## src/rtl/pipe_skid_reg.sv

```systemverilog
// Pipeline stage register with a valid/ready handshake and a one-entry skid buffer.
// Every output comes from a flop, so back-pressure never ripples combinationally through the stage.
module pipe_skid_reg #(
  parameter int               WIDTH       = 32,
  parameter logic [WIDTH-1:0] RESET_VALUE = '0
) (
  input  logic             clk,
  input  logic             reset,
  input  logic             flush,
  input  logic             in_valid,
  output logic             in_ready,
  input  logic [WIDTH-1:0] Data_In,
  output logic             out_valid,
  input  logic             out_ready,
  output logic [WIDTH-1:0] Data_Out,
  output logic [1:0]       occupancy
);

  // The state encoding equals the number of held entries, so occupancy is the state flop itself.
  localparam logic [1:0] EMPTY = 2'd0;
  localparam logic [1:0] ONE   = 2'd1;
  localparam logic [1:0] TWO   = 2'd2;

  logic [1:0]       state, state_next;
  logic [WIDTH-1:0] main_q, main_next;
  logic [WIDTH-1:0] skid_q, skid_next;
  logic             in_ready_q, out_valid_q;
  logic             accept, fire;

  assign accept = in_valid && in_ready_q;
  assign fire   = out_valid_q && out_ready;

  always_comb begin
    // NOTE: every signal gets a default before the case so no path leaves it unassigned (no latch).
    state_next = state;
    main_next  = main_q;
    skid_next  = skid_q;
    unique case (state)
      EMPTY: begin
        if (accept) begin
          main_next  = Data_In;
          state_next = ONE;
        end
      end
      ONE: begin
        if (accept && fire) begin
          main_next = Data_In;
        end else if (accept) begin
          skid_next  = Data_In;
          state_next = TWO;
        end else if (fire) begin
          state_next = EMPTY;
        end
      end
      TWO: begin
        if (fire) begin
          main_next  = skid_q;
          state_next = ONE;
        end
      end
      default: state_next = EMPTY;
    endcase
    // Flush wins over any accept or fire decided above; skid contents become don't-care.
    if (flush) begin
      state_next = EMPTY;
      main_next  = RESET_VALUE;
    end
  end

  always_ff @(posedge clk or posedge reset) begin
    // NOTE: non-blocking assignments so every flop samples pre-edge values regardless of statement order.
    if (reset) begin
      state       <= EMPTY;
      main_q      <= RESET_VALUE;
      skid_q      <= '0;
      in_ready_q  <= 1'b1;
      out_valid_q <= 1'b0;
    end else begin
      state       <= state_next;
      main_q      <= main_next;
      skid_q      <= skid_next;
      in_ready_q  <= (state_next != TWO);
      out_valid_q <= (state_next != EMPTY);
    end
  end

  assign in_ready  = in_ready_q;
  assign out_valid = out_valid_q;
  assign Data_Out  = main_q;
  assign occupancy = state;

endmodule

```

## config.mk

```make
export PLATFORM = sky130hd
export DESIGN_NAME = pipe_skid_reg
export DESIGN_NICKNAME = d
export VERILOG_FILES = /design/src/rtl/pipe_skid_reg.sv
export SDC_FILE = /design/constraint.sdc
export NUM_CORES = 1
export LEC_CHECK = 0
export BUFFER_PORTS_ARGS = -buffer_cell sky130_fd_sc_hd__buf_2
export CAP_MARGIN = 20
export CORE_ASPECT_RATIO = 0.7
export CORE_MARGIN = 2
export CORE_UTILIZATION = 30
export CTS_BUF_LIST = sky130_fd_sc_hd__clkbuf_2
export DETAILED_ROUTE_END_ITERATION = 8
export SYNTH_ARGS = -nofsm -noshare
export SYNTH_HDL_FRONTEND = slang
export SYNTH_SLANG_ARGS = --single-unit
```

## constraint.sdc

```tcl
create_clock -name clk -period 1.7 [get_ports clk]
set_input_delay 0.085 -clock clk [delete_from_list [all_inputs] [get_ports clk]]
set_output_delay 0.085 -clock clk [all_outputs]
set_load 0.1 [all_outputs]
```

Word-level counts from Yosys, hierarchy flattened
Cells that the tools add are included.
Widths: inputs -> output; s select.
{"block": "word_totals", "reg_bits": 68, "input_bits": 37, "output_inout_bits": 36, "elab_cells": 32}
{"block": "classes", "eq_ne": 6, "n_mux": 12, "n_bitwise": 1, "n_reduce_logical": 8}
{"cell": "$mux 32", "count": 4}
{"cell": "$pmux 32 s3", "count": 1}
{"cell": "$mux 2", "count": 6}
{"cell": "$ne 3x3->1 const B", "count": 3}
{"cell": "$pmux 2 s3", "count": 1}
{"cell": "$reduce_and 4->1", "count": 1}
{"cell": "$reduce_bool 4->1", "count": 1}
{"cell": "$logic_and 1x1->1", "count": 3}
{"cell": "$reduce_and 3->1", "count": 1}
{"cell": "$eq 2x1->1 const B", "count": 1}
{"cell": "$eq 2x2->1 const B", "count": 1}
{"cell": "$logic_not 2->1", "count": 1}
{"cell": "$ne 2x2->1 const B", "count": 1}
{"cell": "$reduce_bool 2->1", "count": 1}
{"cell": "$not 1->1", "count": 1}

Logic depth before layout (Yosys ltp)
{"block": "depth", "ltp_word": 7, "ltp_mapped": 8, "depth_no_buf": 6}

Worst setup path after synthesis
No wires, ideal clock.
{"block": "synth_timing", "path_type": "reg-to-reg", "start": "reg state[0], in the netlist occupancy[0]", "end": "reg main_q[0], in the netlist Data_Out[0]", "setup_ps": 150, "arrival_time_ps": 2227, "t_required_ps": 1550, "path_slack_ps": -677, "path_stages_with_launch": 9, "n_path_buf": 3, "period_less_slack_ps": 2377, "path_cell_list": "dfrtp_1 > inv_1 > ha_1 > buf_2 > a22oi_4 > and2_1 > buf_4 > buf_8 > a211oi_2"}
{"block": "synth_via", "elab_chain_len": 3, "elab_cells_between_ends": 10, "cone_classes": "eq/ne (5); mux (2); reduce/logical (3)"}
{"element": "from (decl)", "line": "24", "text": "logic [1:0] state, state_next;"}
{"element": "from (signal assigned)", "line": "79", "text": "state <= state_next;"}
{"element": "$eq 2x1->1 (tied with other cells)", "line": "38", "text": "unique case (state)"}
{"element": "$ne 3x3->1 (no source line) (tied with other cells)"}
{"element": "$reduce_and 4->1 (no source line) / $mux 32 (equally long branches)"}
{"element": "to (signal assigned)", "line": "80", "text": "main_q <= main_next;"}
{"element": "to (decl)", "line": "25", "text": "logic [WIDTH-1:0] main_q, main_next;"}
Parallel ways exist; a longest one is shown, timed or not.
A chain may end at the register's enable or synchronous reset.

Worst setup path in the final report
{"block": "layout_timing", "start": "reg state[1], in the netlist occupancy[1]", "end": "reg main_q[14], in the netlist Data_Out[14]"}
Same word-level chain as after synthesis.

==> summary.txt <==
pre-CTS setup slack - -0.000698 ns
post-route design area - 4470 µm²
Post-DP Area - 3920 µm²
Post-Syn Area per Cell - 13.3 µm²
EDFF count, synth - 0
P_leak - 1.93 nW
Starting Density - 31.3%
outcome - complete, no violations
top cell type's share of synthesized area - 50.9%
# rows - 31
post-synthesis cell type count - 28
# fillers - 980
Clock Skew - 0.0163 ns
min-delay worst type - in -> reg
Post-synth top cells - 67 x dfrtp_1, 32 x a21oi_1, 32 x mux2_2, 32 x mux2i_1, 30 x a211oi_2
layout cell share with drive strength beyond 1 - 50.5%
die width - 129 µm
switching portion of total power - 46.5%
post-synth top area cell - dfrtp_1
Total GRT Usage - 14.8%
grt total ovfl - 0
Max Freq - 0.601 GHz
Required @ worst endpoint - 2.11 ns
Final Setup Violations - 0
initial drt markers - 140
sequential share of power - 35.9%
PwrDens - 1560 nW/µm²
# IOs - 73
worst skew pair latency - 0.50 ns
TritonRoute pass-1 iters - 4
DR WL/cell - 15.9 µm
CTS Buf Count - 9
maximum number of pins on one net before global-route repair - 69
setup_tns - 0 ns
Area contributors post-synth - dfrtp_1 51%, a211oi_2 11%, mux2_2 11%, mux2i_1 9.7%, a21oi_1 4.9%
Synth Warn # - 0
Reg area - 1710 µm²
Peak VDD IR - 0.787 mV
Critical Path Fanout Max - 17
ys async rst share - 100%
Routed Antenna Nets - 0
RSZ-0062 raised after global routing - true
Final WS setup - 0.0359 ns
Mapped Area - 3290 µm²
Cells after Synth - 247
Max Slew Vio Count - 0
DPL Wire Length - 5460 µm
Die Height - 91.6 µm
Setup crit start kind - register
area delta synth->final - 35.7%
sequential-to-total area share from yosys stat - 51.7%
top_reg_cell synth - dfrtp_1
Vias - 2480
Slew headroom - 66.5%
syn nets - 288
die area - 11800 µm²
Final min period - 1.66 ns
Tcrit/Tclk final - 97.9%
Gate power share - 49.0%
max_cap viols - 0
wirelength, routed - 8280 µm
switching power total - 3.24 mW
GP Congestion - 0.854
measured slew at the worst slew-check pin - 0.506 ns
htree depth - 3
Worst Path Class, Setup - reg -> reg
root buf cell - clkbuf_2
Vias/cell - 4.77
Crit. End Element - register
total power - 6.96 mW
Yosys reg bits - 68
multi-input logic area - 1470 µm²
CP Data Arrival Time - 2.08 ns
detailed-route DRC error count - 0
vias in the first global route - 2572
final core utilization - 42.5%
clock share of power - 15.1%
clk slew on worst S/H paths - 0.18 ns
top-count cell post-synth - dfrtp_1
Cell Int Power - 3.72 mW
number of port buffers - 72
TritonCTS clock tree - built
layout net count - 408
Antenna diodes - 0
initial antenna violation count - 0
CTS Buffer Depth - 2
core area - 10500 µm²
Fin. Hold Viols - 0
CTS sink cnt - 68
first-pass GRT wire length - 13400 µm
==> cell usage in the layout (no fill, tap or decap), types with 4 or more instances in the layout <==
cell type and count:
a21oi_1 32, clkbuf_2 10, buf_2 71, buf_12 4, buf_4 14, dlygate4sd3_1 36
mux2i_1 32, a211oi_2 30, mux2_2 32, buf_6 5, dfrtp_1 64
==> state kept, by name, summed over array words and instances (netlist names) <==
signal,count
skid_q,32
out_valid,1
Data_Out,32
in_ready,1
occupancy,2
==> what timing repair did <==
item | in CTS | in global routing
hold endpoints to repair | 136 | 0
gates resized for setup | 5 | 6
pin swaps | 0 | 2
hold buffers | 36 | 0
buffers inserted | 1 | 1
endpoints found under the setup margin | 16 | 33
==> cells by family after synthesis <==
group	synth area share (%)
AO/OA/AOI/OAI	18.7
XOR/XNOR	0.266
adder cells (fa/ha/maj)	1.82
buffers and inverters	4.60
flip-flops	51.7
multiplexers	20.7
AND/OR/NAND/NOR	2.20
==> worst max-delay path: stages, from the launching register on <==
cell      delay, ns
dfrtp_2        0.46
inv_2          0.11
ha_2           0.28
nor2_2         0.13
a21oi_4        0.06
and2_4         0.16
buf_12         0.16
a211oi_1       0.22
==> area by class of cell <==
class	instances	area share, %
Sequential cell	68	38.3
Inverter	3	0.336
Tap cell	148	4.14
Clock inverter	6	1.76
Timing Repair Buffer	130	21.4
Multi-Input combinational cell	155	32.9
Clock buffer	10	1.12
==> path summary, 6_finish.rpt <==
kind | startpoint | endpoint | slack [ns] | cells after the start
setup reg to reg | occupancy[1]$_DFF_PP0_ | Data_Out[14]$_DFFE_PP0P_ | 0.04 | 7
min in group asynchronous | reset | Data_Out[23]$_DFFE_PP0P_ | 0.20 | 4
setup / recovery | occupancy[1]$_DFF_PP0_ | Data_Out[14]$_DFFE_PP0P_ | 0.04 | 7
max in group asynchronous | reset | occupancy[1]$_DFF_PP0_ | 1.15 | 4
hold reg to reg | skid_q[24]$_DFFE_PP0P_ | skid_q[24]$_DFFE_PP0P_ | 0.53 | 1
hold / removal | in_valid | in_ready$_DFF_PP1_ | 0.13 | 5
==> metal layers <==
metal	up-vias	global-route usage, %	wire [µm]	share of wire (%)
li1	1156	-	-	-
met1	1246	20.6	4140	50
met2	66	21.4	3540	43
met3	12	5.25	453	5.5
met4	0	4.71	153	1.8
met5	-	0	0	0
==> power by group through the flow <==
stage	clock network (mW)	registers, mW	logic, mW
after floorplan	0	3.88	1.33
after CTS	1.11	2.50	3.40
after global routing	1.17	2.57	3.60
final	1.05	2.50	3.41
after detailed placement	0	2.53	3.31
after global placement	0	2.51	3.25
==> per-stage QoR <==
stage          std cells  hold WS (ns)
6_report             520         0.130
5_1_grt              520         0.126
4_1_cts              519         0.129
3_5_place_dp         466         0.216
3_3_place_gp         466         0.218
2_1_floorplan        247         0.235
(Power assumes the default switching activity.)
